**config.mk**
```make
export PLATFORM = sky130hd
export DESIGN_NAME = uib_mem_arbiter_flat
export DESIGN_NICKNAME = d
export VERILOG_FILES = /design/src/rtl/uib_mem_arbiter_if.sv /design/src/rtl/uib_mem_arbiter.sv /design/src/flat_wrapper.sv
export SDC_FILE = /design/constraint.sdc
export NUM_CORES = 1
export LEC_CHECK = 0
export CAP_MARGIN = 25
export CORE_MARGIN = 10
export CORE_UTILIZATION = 35
export DETAILED_ROUTE_END_ITERATION = 7
export GPL_TIMING_DRIVEN = 0
export MAX_ROUTING_LAYER = met4
export PLACE_DENSITY_LB_ADDON = 0.2
export SLEW_MARGIN = 10
export SYNTH_ARGS = -nofsm -noshare
export SYNTH_HDL_FRONTEND = slang
export SYNTH_SLANG_ARGS = --single-unit
```
**constraint.sdc**
```tcl
create_clock -name clk -period 2.8 [get_ports clk]
set_clock_uncertainty 0.05 [all_clocks]
set_input_delay 0.84 -clock clk [delete_from_list [all_inputs] [get_ports clk]]
set_output_delay 0.84 -clock clk [all_outputs]
set_load 0.03 [all_outputs]
```
**src/rtl/uib_mem_arbiter_if.sv**
```systemverilog
// UIB point-to-point link: request/address/data toward the slave,
// read data and one-cycle ack back toward the master.
interface uib_mem_arbiter_if #(
    parameter int ADDR_WIDTH = 32,
    parameter int DATA_WIDTH = 32,
    parameter int MODE_WIDTH = 3
);
    logic                  req;
    logic                  wen;
    logic [MODE_WIDTH-1:0] mode;
    logic [ADDR_WIDTH-1:0] addr;
    logic [DATA_WIDTH-1:0] dat_i;
    logic [DATA_WIDTH-1:0] dat_o;
    logic                  ack;

    modport master (
        output req, wen, mode, addr, dat_i,
        input  dat_o, ack
    );

    modport slave (
        input  req, wen, mode, addr, dat_i,
        output dat_o, ack
    );
endinterface

```
**src/rtl/uib_mem_arbiter.sv**
```systemverilog
// Two-master UIB arbiter in front of one fixed-latency memory slave.
// Define UIB_ARB_FIXED_PRIO_EN for fixed m0 priority (default: round-robin).
module uib_mem_arbiter #(
    parameter int ADDR_WIDTH = 32,
    parameter int DATA_WIDTH = 32,
    parameter int MODE_WIDTH = 3,
    parameter int RD_LAT     = 1
) (
    input logic                clk,
    input logic                rst,
    uib_mem_arbiter_if.slave   m0,
    uib_mem_arbiter_if.slave   m1,
    uib_mem_arbiter_if.master  s
);
    typedef enum logic [1:0] {
        IDLE,
        ISSUE,
        WAIT,
        RESP
    } state_t;

    localparam logic [3:0] WAIT_LOAD = 4'(RD_LAT - 1);

    state_t                state;
    logic                  grant;
    logic [3:0]            cnt;
    logic                  pick1;
    logic                  rsp;
    logic                  s_req_q;
    logic                  s_wen_q;
    logic [MODE_WIDTH-1:0] s_mode_q;
    logic [ADDR_WIDTH-1:0] s_addr_q;
    logic [DATA_WIDTH-1:0] s_dat_q;

`ifdef UIB_ARB_FIXED_PRIO_EN
    // m1 only wins when m0 is not asking
    always_comb begin
        pick1 = m1.req & ~m0.req;
    end
`else
    logic last_grant;

    // on a tie the master that did not win last time goes next
    always_comb begin
        pick1 = m1.req & (~m0.req | ~last_grant);
    end
`endif

    // transaction sequencer; s_* regs double as the request hold regs
    always_ff @(posedge clk) begin
        if (rst) begin
            state    <= IDLE;
            grant    <= 1'b0;
            cnt      <= 4'd0;
            s_req_q  <= 1'b0;
            s_wen_q  <= 1'b0;
            s_mode_q <= '0;
            s_addr_q <= '0;
            s_dat_q  <= '0;
`ifndef UIB_ARB_FIXED_PRIO_EN
            last_grant <= 1'b1;
`endif
        end else begin
            unique case (state)
                IDLE: begin
                    if (m0.req | m1.req) begin
                        grant    <= pick1;
                        s_req_q  <= 1'b1;
                        s_wen_q  <= pick1 ? m1.wen   : m0.wen;
                        s_mode_q <= pick1 ? m1.mode  : m0.mode;
                        s_addr_q <= pick1 ? m1.addr  : m0.addr;
                        s_dat_q  <= pick1 ? m1.dat_i : m0.dat_i;
`ifndef UIB_ARB_FIXED_PRIO_EN
                        last_grant <= pick1;
`endif
                        state    <= ISSUE;
                    end
                end
                ISSUE: begin
                    s_req_q  <= 1'b0;
                    s_wen_q  <= 1'b0;
                    s_mode_q <= '0;
                    s_addr_q <= '0;
                    s_dat_q  <= '0;
                    cnt      <= WAIT_LOAD;
                    state    <= (WAIT_LOAD == 4'd0) ? RESP : WAIT;
                end
                WAIT: begin
                    cnt <= cnt - 4'd1;
                    if (cnt == 4'd1) begin
                        state <= RESP;
                    end
                end
                RESP: begin
                    state <= IDLE;
                end
                default: begin
                    state <= IDLE;
                end
            endcase
        end
    end

    // response path: slave data forwarded to the winner in RESP only
    always_comb begin
        rsp      = (state == RESP);
        m0.ack   = rsp & ~grant;
        m1.ack   = rsp & grant;
        m0.dat_o = (rsp & ~grant) ? s.dat_o : '0;
        m1.dat_o = (rsp & grant) ? s.dat_o : '0;
    end

    assign s.req   = s_req_q;
    assign s.wen   = s_wen_q;
    assign s.mode  = s_mode_q;
    assign s.addr  = s_addr_q;
    assign s.dat_i = s_dat_q;
endmodule

```
**src/flat_wrapper.sv**
```systemverilog
// flat-port wrapper written by rule: the top's interface ports become plain ports
module uib_mem_arbiter_flat 
#(
    parameter int ADDR_WIDTH = 32,
    parameter int DATA_WIDTH = 32,
    parameter int MODE_WIDTH = 3,
    parameter int RD_LAT     = 1
)
  (clk, rst, m0_req, m0_wen, m0_mode, m0_addr, m0_dat_i, m0_dat_o, m0_ack, m1_req, m1_wen, m1_mode, m1_addr, m1_dat_i, m1_dat_o, m1_ack, s_req, s_wen, s_mode, s_addr, s_dat_i, s_dat_o, s_ack);
  uib_mem_arbiter_if #(.ADDR_WIDTH(ADDR_WIDTH), .DATA_WIDTH(DATA_WIDTH), .MODE_WIDTH(MODE_WIDTH)) m0_i ();
  uib_mem_arbiter_if #(.ADDR_WIDTH(ADDR_WIDTH), .DATA_WIDTH(DATA_WIDTH), .MODE_WIDTH(MODE_WIDTH)) m1_i ();
  uib_mem_arbiter_if #(.ADDR_WIDTH(ADDR_WIDTH), .DATA_WIDTH(DATA_WIDTH), .MODE_WIDTH(MODE_WIDTH)) s_i ();
  input logic clk;
  input logic rst;
  input wire logic [$bits(m0_i.req)-1:0] m0_req;
  input wire logic [$bits(m0_i.wen)-1:0] m0_wen;
  input wire logic [$bits(m0_i.mode)-1:0] m0_mode;
  input wire logic [$bits(m0_i.addr)-1:0] m0_addr;
  input wire logic [$bits(m0_i.dat_i)-1:0] m0_dat_i;
  output wire logic [$bits(m0_i.dat_o)-1:0] m0_dat_o;
  output wire logic [$bits(m0_i.ack)-1:0] m0_ack;
  input wire logic [$bits(m1_i.req)-1:0] m1_req;
  input wire logic [$bits(m1_i.wen)-1:0] m1_wen;
  input wire logic [$bits(m1_i.mode)-1:0] m1_mode;
  input wire logic [$bits(m1_i.addr)-1:0] m1_addr;
  input wire logic [$bits(m1_i.dat_i)-1:0] m1_dat_i;
  output wire logic [$bits(m1_i.dat_o)-1:0] m1_dat_o;
  output wire logic [$bits(m1_i.ack)-1:0] m1_ack;
  output wire logic [$bits(s_i.req)-1:0] s_req;
  output wire logic [$bits(s_i.wen)-1:0] s_wen;
  output wire logic [$bits(s_i.mode)-1:0] s_mode;
  output wire logic [$bits(s_i.addr)-1:0] s_addr;
  output wire logic [$bits(s_i.dat_i)-1:0] s_dat_i;
  input wire logic [$bits(s_i.dat_o)-1:0] s_dat_o;
  input wire logic [$bits(s_i.ack)-1:0] s_ack;
  assign m0_i.req = m0_req;
  assign m0_i.wen = m0_wen;
  assign m0_i.mode = m0_mode;
  assign m0_i.addr = m0_addr;
  assign m0_i.dat_i = m0_dat_i;
  assign m0_dat_o = m0_i.dat_o;
  assign m0_ack = m0_i.ack;
  assign m1_i.req = m1_req;
  assign m1_i.wen = m1_wen;
  assign m1_i.mode = m1_mode;
  assign m1_i.addr = m1_addr;
  assign m1_i.dat_i = m1_dat_i;
  assign m1_dat_o = m1_i.dat_o;
  assign m1_ack = m1_i.ack;
  assign s_req = s_i.req;
  assign s_wen = s_i.wen;
  assign s_mode = s_i.mode;
  assign s_addr = s_i.addr;
  assign s_dat_i = s_i.dat_i;
  assign s_i.dat_o = s_dat_o;
  assign s_i.ack = s_ack;
  uib_mem_arbiter #(.ADDR_WIDTH(ADDR_WIDTH), .DATA_WIDTH(DATA_WIDTH), .MODE_WIDTH(MODE_WIDTH), .RD_LAT(RD_LAT)) u_core (.clk(clk), .rst(rst), .m0(m0_i), .m1(m1_i), .s(s_i));
endmodule
```
-- Yosys cells after proc, flatten, opt, wreduce, memory -nomap -nowiden
Index checks and enable logic that the tools add are counted.
- register bits after elaboration: 77
- input port bits: 173
- output and inout bits: 135
- logic and storage cells: 50
- $add $sub $neg: 1
- eq/ne operators: 6
- muxes and demuxes: 20
- bitwise gates (word level): 8
- reduce and logical (&&, ||, !) cells: 6
- operators by type and width (kind ; count):
    $mux 32 ; 6
    $pmux 32 s2 ; 2
    $pmux 2 s4 ; 1
    $pmux 4 s2 ; 1
    $mux 3 ; 2
    $pmux 3 s2 ; 1
    $reduce_and 2->1 ; 3
    $eq 2x2->1 const B ; 2
    $eq 4x1->1 const B ; 1
    $mux 2 ; 2
    $ne 2x1->1 const B ; 2
    $pmux 1 s2 ; 2
    $reduce_bool 2->1 ; 2
    $sub 4x1->4 const B ; 1
    $and 1x1->1 ; 3
    $mux 1 ; 3
    $not 1->1 ; 3
    $eq 2x1->1 const B ; 1
    $logic_not 2->1 ; 1
    $or 1x1->1 ; 2

-- Longest topological paths before layout
- depth after elaboration: 6
- mapped depth: 8
- gate-level depth less buffers: 5

-- Least setup slack after synthesis
Ideal clock, no wire load.
- path type: reg2out
- start point: reg u_core.state[1]
- end point: out m0_dat_o[22]
- data arrival time: 1.663 ns
- data required time: 1.910 ns
- setup slack: 0.247 ns
- stages on the path, launching flop included: 5
- path buffers: 1
- cell sequence: dfxtp_1 -> ha_1 -> nor2b_1 -> clkbuf_1 -> and2_1
- longest elaborated chain between the ends: 3
- RTL lines (item ; line ; RTL):
    start: declaration ; uib_mem_arbiter.sv:24 ; state_t state;
    start signal: assignment ; uib_mem_arbiter.sv:86 ; state <= (WAIT_LOAD == 4'd0) ? RESP : WAIT;
    $eq 2x2->1 ; uib_mem_arbiter.sv:106 ; rsp = (state == RESP);
    $and 1x1->1 ; - ;
    named net m0_ack ; flat_wrapper.sv:21 ; output wire logic [$bits(m0_i.ack)-1:0] m0_ack;
    $mux 32 ; uib_mem_arbiter.sv:109 ; m0.dat_o = (rsp & ~grant) ? s.dat_o : '0;
    end: declaration ; flat_wrapper.sv:20 ; output wire logic [$bits(m0_i.dat_o)-1:0] m0_dat_o;
The timed path passes the listed nets, and every way through them passes these cells.

-- Worst setup path in the final report
- start point: in s_dat_o[19]
- end point: out m1_dat_o[19]
- longest elaborated chain between the ends: 1
- RTL lines (item ; line ; RTL):
    start: declaration ; flat_wrapper.sv:34 ; input wire logic [$bits(s_i.dat_o)-1:0] s_dat_o;
    $mux 32 ; uib_mem_arbiter.sv:110 ; m1.dat_o = (rsp & grant) ? s.dat_o : '0;
    end: declaration ; flat_wrapper.sv:27 ; output wire logic [$bits(m1_i.dat_o)-1:0] m1_dat_o;
Every way passes these cells.

==> flow_summary_export.csv <==
group,metric,value,unit
synth,async_flop_share,0,
global_routing,grtUsageMet3,0.08523,
cells_and_area,final-instance-count-excl-fill,822,
worst_setup_path,reg2reg_to,"u_core.s.addr[8]",
cts,cts_max_path_buffers,2,
synth,ys.flop_type,"dfxtp_1",
global_routing,grt_util_met2,0.3702,
worst_setup_path,cp_cell_sequence,"clkdlybuf4s50_1 -> and3_1 -> clkdlybuf4s15_1",
synth,syn_nets,542,
synth,yosysTopAreaCell,"dfxtp_1",
worst_setup_path,setup.worst_path.end,"m1_dat_o[19]",
route,dr.pass1.iters,4,
cells_and_area,final_nets,859,
global_routing,grt-busiest-layer,"met2",
timing,max_slew_margin,0.6921,
route,vias_per_cell,4.880,
timing,fmax,0.3593,GHz
worst_setup_path,cp-start-kind,"input pin",
global_routing,grtUsageMet1,0.2186,
worst_setup_path,r2r_slack,610,ps
power_and_ir_drop,peakVddDrop,0.3479,mV
synth,syn_inst,363,
die,core-area,0.01037,mm^2
timing,setup_viol,0,
global_routing,grt_use_total,0.2133,
die,chipHeight,123.3,um
die,ios,308,
worst_setup_path,slowest_delay,510,ps
timing,drv_slew,0,
global_routing,grt_pass1_wl,24.30,mm
synth,synth_top_area_frac,0.4131,
synth,synth_enable_flop_cells,0,
timing,fin_crit,2784,ps
place,placed_area,0.006964,mm^2
global_routing,grt_pass1_vias,4246,
timing,fin_setup_tns,0,ps
route,drt-total-wl,16.91,mm
global_routing,grt_max_degree,15,
place,portBuffers,306,
worst_setup_path,crit_fanout,2,
synth,synth_area_leaders,"dfxtp_1, mux2i_1, o2bb2ai_1",
synth,syn_area,0.003731,mm^2
synth,ys_ff_latch,77,
timing,rsz0062_at_grt,"no",
run_status,status,"complete, no violations",
route,drcViolationCount,0,
route,route.detailed.wl_per_inst,20.57,um
synth,yosysWarnings,0,
worst_setup_path,required,1910,ps
cells_and_area,final_area,0.007149,mm^2
timing,hold_viol_final,0,
place,hpwl,14.15,mm
worst_setup_path,arrival,1890,ps
cts,cts_tree,"done",
die,die_x,123.3,um
worst_setup_path,critPathCaptureType,"output pin",
die,start_util,0.3598,
global_routing,antenna_found_initial,1,
flow_run,maxCapViolCount,0,
worst_setup_path,slowest_stage,"clkdlybuf4s50_1",
cts,clk_pin_slew,80,ps
synth,synth_common_cells,"dfxtp_1, mux2i_1, o2bb2ai_1",
cts,htree_num_levels,3,
synth,synthDistinctLibCells,32,
cells_and_area,drive_above_1_share,0.1153,
hold_path,hold_class,"reg -> reg",
synth,yosysMostFrequentCell,"dfxtp_1",
worst_setup_path,crit_type,"in -> out",
route,ant_nets,0,
cells_and_area,finalCoreUtilization,0.6894,
cells_and_area,syn_to_final_growth,91.62,%
cts,clock_sink_count,77,
power_and_ir_drop,leakagePower,0.002972,uW
route,vias,4011,
synth,ys_seq_area_frac,0.4131,
die,die_area,0.01519,mm^2
die,rows,37,
worst_setup_path,reg2reg_depth,8,
place,dp.cells,805,
worst_setup_path,cp-startpoint,"s_dat_o[19]",
place,place_ws,-323.3,ps
power_and_ir_drop,powerDensity,665.7,mW/mm^2
cts,numCtsBuffers,9,
global_routing,grt_overflow,0,
timing,timing.final.crit_share,0.9941,
timing,fin_ws,16.43,ps
route,drt_iter0_markers,158,
cts,ctsRootBufferMaster,"clkbuf_8",
place,place_congestion,0.9239,
cts,cts_setup_buffers,0,
timing,tightest_slew,461.9,ps
worst_setup_path,rr_startpoint,"u_core.state[0]",
cells_and_area,nFillCells,845,
cts,clk_latency,350,ps
synth,synth.avg_cell_area,10.28,um^2
## registers in the layout, indices dropped and copies added, names as in the netlist
register,cells
u_core.s.mode,3
u_core.last_grant,1
u_core.state,2
u_core.s.addr,32
u_core.s.wen,1
u_core.s.dat_i,32
u_core.s.req,1
u_core.cnt,4
u_core.grant,1
## critical path, delay by kind of cell
kind                   cells  cell delay, ps
AND/OR/NAND/NOR            1             170
buffers and inverters      2             890
## layer usage
metal  vias up  routed length, um
met1      1833               6480
li1       1974                  -
met2       190               8558
met5         -                  0
met4         0                180
met3        14               1688
## what timing repair did
action                                  in CTS  in global routing
endpoints found under the setup margin      66                 41
gates resized for setup                    124                 33
endpoints found under the hold margin        0                  0
hold buffers                                 0                  0
## stage by stage
| step | power, uW | hold WS (ps) |
|---|---|---|
| 6_report | 4759 | 414.1 |
| 3_5_place_dp | 3765 | 397.7 |
| 4_1_cts | 4805 | 419.9 |
| 5_1_grt | 5008 | 430.8 |
| 3_3_place_gp | 3723 | 392.7 |
| 2_1_floorplan | 2721 | 403.4 |
## report_power, final
part           internal (uW)  switching (uW)  total (uW)
clock                    598             442        1040
sequential              1330             147        1480
combinational            974            1270        2240
total                   2900            1860        4760
## cells by family (layout without fill, tap and decap cells)
| logic type | after synthesis | after routing | share of synthesized area |
|---|---|---|---|
| fa+ha+maj | 6 | 6 | 0.02012 |
| other cells | 0 | 1 | 0 |
| flops | 77 | 77 | 0.4131 |
| compound gates | 82 | 82 | 0.1834 |
| mux | 70 | 70 | 0.1881 |
| simple gates | 88 | 88 | 0.1435 |
| buf+inv | 40 | 362 | 0.05164 |
## layout make-up
cell class,count,area [um^2],share of cell area
Antenna cell,1,2.502,0.0003500
Clock inverter,7,122.6,0.01715
Buffer,34,182.7,0.02555
Multi-Input combinational cell,246,2017,0.2821
Tap cell,136,170.2,0.02380
Timing Repair Buffer,306,2964,0.4146
Clock buffer,9,123.9,0.01733
Sequential cell,77,1544,0.2160
Inverter,6,22.52,0.003150
## worst min-delay path by stage
stage / start / end / depth (start not counted)
2_1_floorplan: u_core.cnt[3] / u_core.cnt[3] / 2
3_3_place_gp: u_core.s.dat_i[4] / u_core.s.dat_i[4] / 1
3_5_place_dp: u_core.s.addr[12] / u_core.s.addr[12] / 1
4_1_cts: u_core.s.addr[18] / u_core.s.addr[18] / 1
5_1_grt: u_core.s.addr[12] / u_core.s.addr[12] / 1
6_report: u_core.s.addr[3] / u_core.s.addr[3] / 1
## cells in the final DEF (no fill, tap or decap), drive strengths merged, types with 3 or more instances in the layout
cell type | Yosys | layout
mux2i | 69 | 69
and3 | 32 | 32
nand2 | 4 | 4
a21oi | 5 | 5
inv | 6 | 7
nor2b | 3 | 3
clkdlybuf4s15 | 0 | 23
and2 | 33 | 33
clkdlybuf4s50 | 0 | 240
o2bb2ai | 68 | 68
clkbuf | 17 | 43
buf | 17 | 17
o21ai | 3 | 3
dfxtp | 77 | 77
bufinv | 0 | 3
nor2 | 6 | 6
dlygate4sd2 | 0 | 24
ha | 6 | 6
Power figures use the tool's default switching activity.
==> RTL edit 1 (same settings) <==
`ADDR_WIDTH` is set to 32 in 3 places; all go to 48.
--- a/src/rtl/uib_mem_arbiter_if.sv
+++ b/src/rtl/uib_mem_arbiter_if.sv
@@ -1,7 +1,7 @@
 // UIB point-to-point link: request/address/data toward the slave,
 // read data and one-cycle ack back toward the master.
 interface uib_mem_arbiter_if #(
-    parameter int ADDR_WIDTH = 32,
+    parameter int ADDR_WIDTH = 48,
     parameter int DATA_WIDTH = 32,
     parameter int MODE_WIDTH = 3
 );
--- a/src/rtl/uib_mem_arbiter.sv
+++ b/src/rtl/uib_mem_arbiter.sv
@@ -1,7 +1,7 @@
 // Two-master UIB arbiter in front of one fixed-latency memory slave.
 // Define UIB_ARB_FIXED_PRIO_EN for fixed m0 priority (default: round-robin).
 module uib_mem_arbiter #(
-    parameter int ADDR_WIDTH = 32,
+    parameter int ADDR_WIDTH = 48,
     parameter int DATA_WIDTH = 32,
     parameter int MODE_WIDTH = 3,
     parameter int RD_LAT     = 1
--- a/src/flat_wrapper.sv
+++ b/src/flat_wrapper.sv
@@ -1,7 +1,7 @@
 // flat-port wrapper written by rule: the top's interface ports become plain ports
 module uib_mem_arbiter_flat 
 #(
-    parameter int ADDR_WIDTH = 32,
+    parameter int ADDR_WIDTH = 48,
     parameter int DATA_WIDTH = 32,
     parameter int MODE_WIDTH = 3,
     parameter int RD_LAT     = 1
Interface: changed (resized m0_addr, m1_addr and s_addr); port bits go from 308 to 356. No check against the original RTL was run, so the function may have changed too.
==> RTL edit 1 against the unedited design <==
Total power up 19%; final cell count up 16%; area after synthesis is 18% higher; clock power grew 17%; setup slack improved by 12 ps; synthesized cell count rose by 14%; sequential cell count rose by 16; global-route usage rose by 1.4 points; final area increased by 19%; sequential power increased by 20%; count of clock-buffer cells in the layout unchanged; routed wire length grew 20%; combinational power is 19% higher; critical endpoint is now m1_dat_o[11]; highest routed layer unchanged.
==> RTL edit 1: results (changes against the unedited design) <==
stage,metric,value,unit,change
route,via_count,4697,,+17%
synthesis,synth.mux.area_fraction,19.57,%,+0.76 points
power_and_ir_drop,peakVddDrop,0.0003705,V,+6.5%
worst_setup_path,worst_path_largest_cell_delay,480,ps,-30 ps
grt,first_global_vias,5130,,+21%
worst_setup_path,crit_fanout,2,,unchanged
final_layout,fin_cells,952,,+16%
clocking,cts_root_buffer,clkbuf_16,,
placed_design,placed_area,8159,sq um,+17%
placed_design,dp_slack,-285.9,ps,+37.33 ps
synthesis,synth-adder-area-share,1.704,%,-0.31 points
grt,track_usage,22.72,%,+1.4 points
synthesis,synth_cell_types,31,,-3.1%
worst_setup_path,startpoint,s_dat_o[11],,
route,wl_per_cell,21.39,microns,+4.0%
final_layout,nets,990,,+15%
grt,grt_max_degree,20,,+5
power_and_ir_drop,power.leakage,3.420,nW,+15%
synthesis,synth_nets,625,,+15%
placed_design,gp_congestion,0.7992,,-13%
status,status,"complete, no violations",,
grt,antenna_found_initial,0,,-1
final_layout,drive_gt1_share,10.33,%,-1.2 points
placed_design,port_buffers,354,,+16%
clocking,clk_latency,330,ps,-20 ps
synthesis,synth.area.top_cells,"dfxtp_1 42%, mux2i_1 19%, o2bb2ai_1 17%",,
synthesis,synth_common_cells,"93 x dfxtp_1, 85 x mux2i_1, 84 x o2bb2ai_1",,
final_layout,antenna_cells,0,,-1
placed_design,placed_cells,936,,+16%
route,drtIter0Drc,173,,+9.5%
grt,grt_first_pass_wirelength,30.62,mm,+26%
synthesis,synth_compound_area_share,18.80,%,+0.46 points
timing,relSlewSlack,62.21,%,-7.0 points
hold_path,hp-start,u_core.s.addr[44],,
power_and_ir_drop,internal_power,3.407,mW,+17%
placed_design,hpwl,17.27,mm,+22%
RTL edit 1: cell types whose count changed after synthesis, sizes merged:
cell	change
buf	+6
dfxtp	+16
mux2i	+16
o2bb2ai	+16
clkbuf	-3
RTL edit 1: power by group through the flow:
| stage | clock (mW) | combinational [mW] | sequential (mW) |
|---|---|---|---|
| finish | 1.22 | 2.67 | 1.77 |
| global route | 1.29 | 2.84 | 1.81 |
| CTS | 1.24 | 2.69 | 1.77 |
| detailed placement | 0 | 2.70 | 1.79 |
| global placement | 0 | 2.65 | 1.77 |
| floorplan | 0 | 0.984 | 2.25 |
RTL edit 1: repair_timing:
action,CTS,global route
gates resized for setup,133,15
cloned,0,0
setup endpoints to repair,66,42
RTL edit 1: cell families (layout without fill, tap and decap cells):
group                    Yosys count  count (layout)
AND/OR/NAND/NOR                   88              88
AO/OA/AOI/OAI                     98              98
buffers and inverters             43             413
adder cells (fa/ha/maj)            6               6
flip-flops                        93              93
multiplexers                      86              86
RTL edit 1: final timing paths:
check,end,slack (ps),depth (start not counted)
max,m1_dat_o[11],30,3
min,u_core.s.addr[44],420,1
max reg2reg,u_core.s.dat_i[31],690,6
min reg2reg,u_core.s.addr[44],420,1
RTL edit 1: final cells by class:
class,count,area share [%]
clock inverter,7,0.9424
tap,168,2.474
clock buffer,9,2.651
buffer,37,2.636
timing repair buffer,354,41.76
multi-input combinational,278,27.36
inverter,6,0.2651
sequential,93,21.91
RTL edit 1: per-layer routing:
metal,track usage (%),vias to the layer above,share of wire (%)
li1,-,2274,-
met2,39.84,223,51
met1,24.02,2174,40
met4,6.907,0,2.0
met5,-,-,0
met3,6.936,26,7.0
==> RTL edit 2 (same settings) <==
Without the edit above. The 4 states of `state_t` get a one-hot encoding in 4 bits.
--- a/src/rtl/uib_mem_arbiter.sv
+++ b/src/rtl/uib_mem_arbiter.sv
@@ -12,11 +12,11 @@
     uib_mem_arbiter_if.slave   m1,
     uib_mem_arbiter_if.master  s
 );
-    typedef enum logic [1:0] {
-        IDLE,
-        ISSUE,
-        WAIT,
-        RESP
+    typedef enum logic [3:0] {
+        IDLE  = 4'b0001,
+        ISSUE = 4'b0010,
+        WAIT  = 4'b0100,
+        RESP  = 4'b1000
     } state_t;
 
     localparam logic [3:0] WAIT_LOAD = 4'(RD_LAT - 1);
Check against the original RTL: same outputs for any inputs over 10 cycles, from zero or initial values and one cycle with rst high; not proved beyond that.
==> RTL edit 2 against the unedited design <==
Fmax grew 0.96%; count of clock-buffer cells in the layout is 2 higher; area after synthesis is 16% higher; sequential cell count fell by 3; setup slack improved by 26 ps; routed wire length grew 21%; critical path depth unchanged; final area increased by 8.9%; total power is 8.8% lower; critical endpoint is now m1_dat_o[0].
==> RTL edit 2: results (changes against the unedited design) <==
stage,metric,value,unit,change
placed_design,placed_cells,963,,+20%
placed_design,gp_congestion,0.8614,,-6.8%
route,wl_per_cell,20.92,microns,+1.7%
power_and_ir_drop,total_power,4.341,mW,-8.8%
grt,grt_first_pass_wirelength,31.24,mm,+29%
grt,grtUsageMet3,5.831,%,-2.7 points
worst_setup_path,r2r-start,u_core.state[0],,
synthesis,synth.area.top_cells,"dfxtp_1 34%, a221oi_2 23%, nand2_1 12%",,
final_layout,ff_latch_area,1481,sq um,-4.1%
final_layout,nets,979,,+14%
clocking,cts_setup_buffers,1,,+1
grt,first_global_vias,5412,,+27%
clocking,clk_latency,330,ps,-20 ps
placed_design,port_buffers,305,,-0.33%
hold_path,min_to,u_core.s.req,,
power_and_ir_drop,pg_clk,1.37,mW,+32%
clocking,cts_root_buffer,clkbuf_16,,
final_layout,drive_gt1_share,17.88,%,+6.3 points
route,viasPerCell,5.204,,+6.7%
grt,track_usage,23.16,%,+1.8 points
grt,grt.met2_usage,40.91,%,+3.9 points
hold_path,hold_path_depth,2,,+1
route,wl,20.50,mm,+21%
timing,relSlewSlack,48.57,%,-21 points
route,drtIter0Drc,167,,+5.7%
power_and_ir_drop,seq_power_share,29.8,%,-1.2 points
final_layout,fill_cells,1053,,+25%
status,status,"complete, no violations",,
placed_design,hpwl,16.63,mm,+17%
power_and_ir_drop,switching_power,1.456,mW,-22%
placed_design,placed_area,7602,sq um,+9.2%
worst_setup_path,ff2ff_path_depth,5,,-3
synthesis,synth_common_cells,"137 x nand2_1, 74 x dfxtp_1, 67 x a211oi_1, 67 x a221oi_2, 64 x and2_1",,
power_and_ir_drop,power.leakage,3.066,nW,+3.1%
==> RTL edit 2: changes by cell type in the layout (fill, tap and decap cells not counted), sizes merged, moves of 13 or more <==
| cell | change |
|---|---|
| mux2i | -69 |
| a221oi | +67 |
| nand2 | +133 |
| and2 | +31 |
| clkdlybuf4s15 | -13 |
| and3 | -32 |
| clkbuf | +35 |
| a211oi | +67 |
| buf | +15 |
| o2bb2ai | -68 |
==> RTL edit 2: logic make-up after synthesis <==
| logic type | synth area share (%) |
|---|---|
| and+or+nand+nor | 22.78 |
| AOI/OAI and AO/OA | 36.31 |
| DFF | 34.23 |
| buffers and inverters | 6.678 |
==> RTL edit 2: worst max path at each step <==
| stage | from | to | slack [ps] | depth (start not counted) |
|---|---|---|---|---|
| after floorplan | u_core.grant | m0_dat_o[22] | 240 | 3 |
| after global placement | u_core.grant | m0_dat_o[13] | -590 | 4 |
| after detailed placement | u_core.grant | m1_dat_o[10] | -610 | 4 |
| after CTS | u_core.state[0] | m1_dat_o[27] | 0.5 | 5 |
| after global routing | u_core.state[0] | m0_dat_o[10] | 0.6 | 4 |
| final | s_dat_o[0] | m1_dat_o[0] | 40 | 3 |
==> RTL edit 2: per-layer routing <==
layer | routed length [microns] | part of all wire, %
met3 | 1164 | 5.7
met2 | 10840 | 53
met4 | 605 | 3.0
met5 | 0 | 0
met1 | 7898 | 39
==> RTL edit 2: area by class of cell <==
type                            instances  share of cell area [%]
Clock buffer                           11                   3.246
Tap cell                              168                   2.700
Clock inverter                          5                   1.286
Buffer                                 59                   3.760
Timing Repair Buffer                  307                   36.67
Sequential cell                        74                   19.03
Antenna cell                            1                 0.03214
Multi-Input combinational cell        355                   33.28
